## config.mk

```make
export PLATFORM = sky130hd
export DESIGN_NAME = uart_frame_decoder
export DESIGN_NICKNAME = d
export VERILOG_FILES = /design/src/rtl/uart_frame_decoder_pkg.sv /design/src/rtl/uart_frame_decoder_frame_timer.sv /design/src/rtl/uart_frame_decoder.sv
export SDC_FILE = /design/constraint.sdc
export NUM_CORES = 1
export LEC_CHECK = 0
export ABC_CLOCK_PERIOD_IN_PS = 1700
export CAP_MARGIN = 10
export CORE_ASPECT_RATIO = 0.6
export CORE_MARGIN = 2
export CORE_UTILIZATION = 53
export CTS_CLUSTER_DIAMETER = 200
export CTS_CLUSTER_SIZE = 14
export DETAILED_ROUTE_END_ITERATION = 10
export HOLD_SLACK_MARGIN = 0.12
export PLACE_DENSITY = 0.79
export RECOVER_POWER = 100
export SLEW_MARGIN = 20
export SYNTH_ARGS = -nofsm -noshare
export SYNTH_HDL_FRONTEND = slang
export SYNTH_SLANG_ARGS = --single-unit
export TNS_END_PERCENT = 50
```

## constraint.sdc

```tcl
create_clock -name clk -period 1.7 [get_ports clk]
set_clock_uncertainty 0.05 [all_clocks]
set_input_delay 0.17 -clock clk [delete_from_list [all_inputs] [get_ports clk]]
set_output_delay 0.17 -clock clk [all_outputs]
set_load 0.01 [all_outputs]
```

## src/rtl/uart_frame_decoder_pkg.sv

```systemverilog
// Shared constants, state encoding and sizing helper for the UART frame decoder.
package uart_frame_decoder_pkg;

  // Display codes driven onto every digit after reset and after a bad byte.
  localparam logic [3:0] BLANK_CODE = 4'b1011;
  localparam logic [3:0] ERR_CODE   = 4'b1010;

  typedef enum logic [0:0] {
    ST_IDLE    = 1'b0,
    ST_COLLECT = 1'b1
  } state_e;

  // Bits needed to hold values 0..n-1, never less than one bit.
  function automatic int unsigned cnt_width(input int unsigned n);
    return (n > 32'd1) ? $clog2(n) : 32'd1;
  endfunction

endpackage

```

## src/rtl/uart_frame_decoder_frame_timer.sv

```systemverilog
// Inter-byte idle timer: clears on load, counts up while enabled,
// saturates at TIMEOUT_CYC and flags expiry while parked there.
module uart_frame_decoder_frame_timer #(
  parameter int unsigned TIMEOUT_CYC = 50000
) (
  input  logic clk,
  input  logic rst_n,
  input  logic load_i,
  input  logic count_i,
  output logic expired_o
);
  import uart_frame_decoder_pkg::*;

  localparam int unsigned   TW    = cnt_width(TIMEOUT_CYC + 32'd1);
  localparam logic [TW-1:0] LIMIT = TW'(TIMEOUT_CYC);

  logic [TW-1:0] timer_q;
  logic [TW-1:0] timer_d;

  // Next timer value: clear on load, increment until the limit, otherwise hold.
  always_comb begin
    timer_d = timer_q;
    if (load_i) begin
      timer_d = '0;
    end else if (count_i && (timer_q != LIMIT)) begin
      timer_d = timer_q + TW'(1);
    end else begin
      timer_d = timer_q;
    end
  end

  // Timer register.
  always_ff @(posedge clk or negedge rst_n) begin
    if (!rst_n) begin
      timer_q <= '0;
    end else begin
      timer_q <= timer_d;
    end
  end

  // A zero limit disables the timeout entirely.
  assign expired_o = (TIMEOUT_CYC != 32'd0) && (timer_q == LIMIT);

endmodule

```

## src/rtl/uart_frame_decoder.sv

```systemverilog
// Collects UART bytes into a frame, optionally bit-reverses it and presents it
// as display digits; flags good, errored and timed-out frames with 1-cycle pulses.
module uart_frame_decoder #(
  parameter int unsigned NUM_DIGITS  = 4,
  parameter int unsigned DIGIT_W     = 4,
  parameter int unsigned BYTE_W      = 8,
  parameter int unsigned BIT_REVERSE = 1,
  parameter int unsigned TIMEOUT_CYC = 50000
) (
  input  logic                          clk,
  input  logic                          reset,
  input  logic [BYTE_W-1:0]             Rx_DATA,
  input  logic                          Rx_VALID,
  input  logic                          Rx_FERROR,
  input  logic                          Rx_PERROR,
  output logic [NUM_DIGITS*DIGIT_W-1:0] digits,
  output logic                          frame_valid,
  output logic                          frame_error,
  output logic                          frame_timeout
);
  import uart_frame_decoder_pkg::*;

  localparam int unsigned FRAME_W = NUM_DIGITS * DIGIT_W;
  localparam int unsigned BPF     = FRAME_W / BYTE_W;
  localparam int unsigned CW      = cnt_width(BPF);
  localparam logic [CW-1:0]      LAST_IDX   = CW'(BPF - 32'd1);
  localparam logic [FRAME_W-1:0] BLANK_WORD = {NUM_DIGITS{DIGIT_W'(BLANK_CODE)}};
  localparam logic [FRAME_W-1:0] ERR_WORD   = {NUM_DIGITS{DIGIT_W'(ERR_CODE)}};

  state_e               state_q, state_d;
  logic [CW-1:0]        byte_cnt_q, byte_cnt_d;
  logic [FRAME_W-1:0]   shift_q, shift_d;
  logic [FRAME_W-1:0]   digits_q, digits_d;
  logic                 valid_q, valid_d;
  logic                 error_q, error_d;
  logic                 timeout_q, timeout_d;
  logic                 timer_load_s, timer_count_s, timer_expired_s;
  logic                 good_byte_s, bad_byte_s, last_byte_s;
  logic [FRAME_W-1:0]   assembled_s, frame_s;

  assign good_byte_s = Rx_VALID && !Rx_FERROR && !Rx_PERROR;
  assign bad_byte_s  = Rx_VALID && (Rx_FERROR || Rx_PERROR);
  // byte_cnt is 0 in IDLE, so with a single-byte frame every byte is the last.
  assign last_byte_s = (byte_cnt_q == LAST_IDX);
  // Earlier bytes move toward the MSBs; the incoming byte lands in the LSBs.
  assign assembled_s = FRAME_W'({shift_q, Rx_DATA});

  // Optional bit reversal of the assembled word and split into digit lanes.
  for (genvar i = 0; i < FRAME_W; i++) begin : g_bit
    if (BIT_REVERSE != 32'd0) begin : g_rev
      assign frame_s[i] = assembled_s[FRAME_W-1-i];
    end else begin : g_pass
      assign frame_s[i] = assembled_s[i];
    end
  end

  for (genvar k = 0; k < NUM_DIGITS; k++) begin : g_digit
    assign digits[k*DIGIT_W +: DIGIT_W] = digits_q[k*DIGIT_W +: DIGIT_W];
  end

  uart_frame_decoder_frame_timer #(
    .TIMEOUT_CYC (TIMEOUT_CYC)
  ) u_frame_timer (
    .clk       (clk),
    .rst_n     (reset),
    .load_i    (timer_load_s),
    .count_i   (timer_count_s),
    .expired_o (timer_expired_s)
  );

  // Next-state logic: errors beat commits, a byte beats an expiring timer.
  always_comb begin
    state_d       = state_q;
    byte_cnt_d    = byte_cnt_q;
    shift_d       = shift_q;
    digits_d      = digits_q;
    valid_d       = 1'b0;
    error_d       = 1'b0;
    timeout_d     = 1'b0;
    timer_load_s  = 1'b0;
    timer_count_s = 1'b0;
    if (bad_byte_s) begin
      state_d      = ST_IDLE;
      byte_cnt_d   = '0;
      shift_d      = '1;
      digits_d     = ERR_WORD;
      error_d      = 1'b1;
      timer_load_s = 1'b1;
    end else if (good_byte_s) begin
      timer_load_s = 1'b1;
      if (last_byte_s) begin
        state_d    = ST_IDLE;
        byte_cnt_d = '0;
        shift_d    = '1;
        digits_d   = frame_s;
        valid_d    = 1'b1;
      end else begin
        state_d    = ST_COLLECT;
        byte_cnt_d = byte_cnt_q + CW'(1);
        shift_d    = assembled_s;
      end
    end else begin
      case (state_q)
        ST_COLLECT: begin
          if (timer_expired_s) begin
            state_d      = ST_IDLE;
            byte_cnt_d   = '0;
            shift_d      = '1;
            timeout_d    = 1'b1;
            timer_load_s = 1'b1;
          end else begin
            timer_count_s = 1'b1;
          end
        end
        ST_IDLE: begin
          state_d = ST_IDLE;
        end
        default: begin
          state_d    = ST_IDLE;
          byte_cnt_d = '0;
          shift_d    = '1;
        end
      endcase
    end
  end

  // State, assembly buffer, displayed digits and status pulses.
  always_ff @(posedge clk or negedge reset) begin
    if (!reset) begin
      state_q    <= ST_IDLE;
      byte_cnt_q <= '0;
      shift_q    <= '1;
      digits_q   <= BLANK_WORD;
      valid_q    <= 1'b0;
      error_q    <= 1'b0;
      timeout_q  <= 1'b0;
    end else begin
      state_q    <= state_d;
      byte_cnt_q <= byte_cnt_d;
      shift_q    <= shift_d;
      digits_q   <= digits_d;
      valid_q    <= valid_d;
      error_q    <= error_d;
      timeout_q  <= timeout_d;
    end
  end

  assign frame_valid   = valid_q;
  assign frame_error   = error_q;
  assign frame_timeout = timeout_q;

endmodule

```

==> results.yml <==
status:
  status: "finished, final reports clean"
worst_setup_path:
  max_stage_delay_ns: 0.43
  crit_type: "flip-flop to flip-flop"
  arrival_ns: 1.88
  crit_start: "u_frame_timer.timer_q[0]"
  r2r_start: "u_frame_timer.timer_q[0]"
  worstReg2RegEnd: "shift_q[4]"
  crit_end: "shift_q[4]"
  rrSetupSlack_ns: 0.01
  end_kind: "flip-flop"
  critPathRequiredTime_ns: 1.89
  reg2reg_depth: 7
  cp_max_fo: 12
  worstPathCellList: "inv_1 > ha_1 > and3b_2 > nand4_4 > o21ai_4 > buf_12 > o22a_1"
  critical_path.slowest_cell: "dfrtp_1"
  cp-start-kind: "flip-flop"
synth:
  synth_fa_ha_area_frac: 0.01215
  yosysWarnings: 0
  synthCells: 170
  ys_types: 45
  synth_ff_type: "dfrtp_1"
  synth_simple_gate_area_share: 0.1999
  syn-mean-instance-area_um2: 12.11
  async_flop_share: 1.000
  synth_compound_gate_area_share: 0.1628
  synth.mux.area_fraction: 0.004860
  synth-edff-count: 0
  syn_area_mm2: 0.002059
  synth-seq-cells: 45
  syn_nets: 185
  yosysSeqAreaShare: 0.5589
  synthXorXnorAreaFrac: 0.03827
  synth_top_family_by_area: "simple AND/OR/NAND/NOR gates"
grt:
  grt.total_usage: 0.2399
  grt_max_degree: 46
  grt_pass1_wl_um: 7962
  grt_antenna_before_repair: 0
  globalRouteOverflowTotal: 0
  grt_pass1_vias: 1573
placement:
  place_hpwl_um: 3455
  gp_congestion: 0.9169
  place_worst_setup_slack_ns: -0.06790
  postPlaceCellArea_mm2: 0.002561
  portBuffers: 31
sta:
  hold_viol_final: 0
  worstMarginPinSlew_ns: 1.079
  hold_ws_ns: 0.4572
  slew_violations: 0
  finalSetupViolCount: 0
  grt_setup_unrepaired: "yes"
  fin_crit_ns: 1.690
  slew_headroom: 0.2805
  max_freq_ghz: 0.5917
  worst_slack_ns: 0.009925
  period_share: 0.9942
clocking:
  clock-sinks: 45
  cts-root-buf: "clkbuf_8"
  cts_buffers: 5
  cts_tree: "built"
  insertion_delay_ns: 0.30
  htree_levels: 2
  clock_path_buffers: 2
  clkSlewWorstSetupHoldPaths_ns: 0.08
cells_and_area:
  layout_commonest_cell: "clkdlybuf4s50_1"
  final_cell_mix: "clkdlybuf4s50_1 (27), dfrtp_1 (24), dfstp_2 (20)"
  area_delta_synth_final_pct: 32.26
  multi_input_area_um2: 879.6
  final_area_mm2: 0.002724
  layout-drive-gt1-share: 0.3144
  nFillCells: 253
  finalNetCount: 243
  diodes: 0
  register_area_mm2: 0.001152
flow_run:
  max-cap-violations: 0
floorplanning:
  num_rows: 17
  start_util: 0.5565
  core_area_mm2: 0.003701
  die_w_um: 84.48
  die-height_um: 52.29
  die_area_mm2: 0.004417
  io_pins: 32
route:
  drtIter0Drc: 96
  wl_um: 4914
  vias: 1611
  avgRoutedWirePerCell_um: 17.80
  via_per_inst: 5.837
  first_pass_iters: 4
  ant_nets: 0
  drc: 0
pwr:
  ir_drop_mv: 0.6153
  power.density_mw_per_mm2: 802.2
  power_leakage_uw: 0.001128
min_path:
  hp-class: "input port to flip-flop"
[power breakdown]
| part | internal [uW] | switching, uW | leakage, uW |
|---|---|---|---|
| clock | 479 | 356 | 0.0000585 |
| sequential | 1110 | 19.4 | 0.000553 |
| combinational | 107 | 110 | 0.000516 |
[cell type report]
type                       instances  share of cell area
timing repair buffer              55              0.1814
multi-input combinational        115              0.3229
inverter                           6            0.008268
sequential                        45              0.4231
clock buffer                       7             0.03170
tap                               47             0.02159
clock inverter                     1             0.01102
[logic make-up (layout without fill, tap and decap cells)]
kind of cell             count (synthesis)  in the layout
AND/OR/NAND/NOR                         63             63
flip-flops                              45             45
AO/OA/AOI/OAI                           40             40
buffers and inverters                   10             69
XOR/XNOR                                 9              9
adder cells (fa/ha/maj)                  2              2
multiplexers                             1              1
[flip-flops by register name, summed over array words and instances (netlist names)]
register               count
digits                    16
u_frame_timer.timer_q     16
shift_q                    8
byte_cnt_q                 1
frame_error                1
frame_timeout              1
frame_valid                1
state_q                    1
[cell usage after synthesis (2+ instances only)]
library cell	number	area, um2
o31ai_1	2	15.01
and3_1	2	12.51
nor4_4	2	42.54
xor2_1	4	35.03
nand4_4	2	42.54
nand2_1	11	41.29
o22a_2	6	60.06
dfrtp_1	25	625.6
nand4_1	5	31.28
nor4_1	3	18.77
a21oi_1	4	20.02
nor3_1	2	10.01
o22a_1	10	87.58
nor2_1	16	60.06
a22o_1	8	70.07
o21ai_0	3	15.01
ha_1	2	25.02
dfstp_2	20	525.5
a32oi_1	2	17.52
nand3_1	8	40.04
xnor2_1	5	43.79
inv_1	5	18.77
[how the worst min path moves through the flow]
stage | startpoint | to | depth (start not counted)
4_1_cts | reset | u_frame_timer.timer_q[13] | 3
5_1_grt | Rx_DATA[3] | digits[12] | 2
3_3_place_gp | reset | u_frame_timer.timer_q[3] | 2
6_report | Rx_DATA[6] | digits[9] | 2
3_5_place_dp | reset | u_frame_timer.timer_q[2] | 2
2_1_floorplan | reset | byte_cnt_q | 0
[through the flow]
step / utilization / setup TNS [ns] / std cells / power [uW]
global placement: 0.6920 / 0 / 264 / 1348
detailed placement: 0.6920 / -0.4877 / 264 / 1358
finish: 0.7360 / 0 / 276 / 2185
floorplan: - / 0 / 170 / 1227
global route: 0.7360 / -0.6133 / 276 / 2273
CTS: 0.7262 / 0 / 273 / 2183
[layer usage]
| metal | wire length, um | up-vias | track usage |
|---|---|---|---|
| met3 | 304 | 3 | 0.05354 |
| met1 | 2270 | 798 | 0.3378 |
| met5 | 0 | - | 0 |
| met2 | 2320 | 55 | 0.3770 |
| met4 | 18 | 0 | 0.07407 |
| li1 | - | 755 | - |
[critical path: cells and delay by family (launching register included)]
kind,cells,cell delay [ns]
DFF,1,0.43
and+or+nand+nor,2,0.38
AOI/OAI and AO/OA,2,0.37
buffers and inverters,2,0.24
adders and majority gates,1,0.17
[repair_timing]
| item | in CTS | in global routing |
|---|---|---|
| hold buffers | 1 | 0 |
| setup buffers | 0 | 3 |
| endpoints found under the setup margin | 0 | 14 |
| gates resized for setup | 0 | 6 |
| hold endpoints to repair | 25 | 0 |
(Power assumes the default switching activity.)
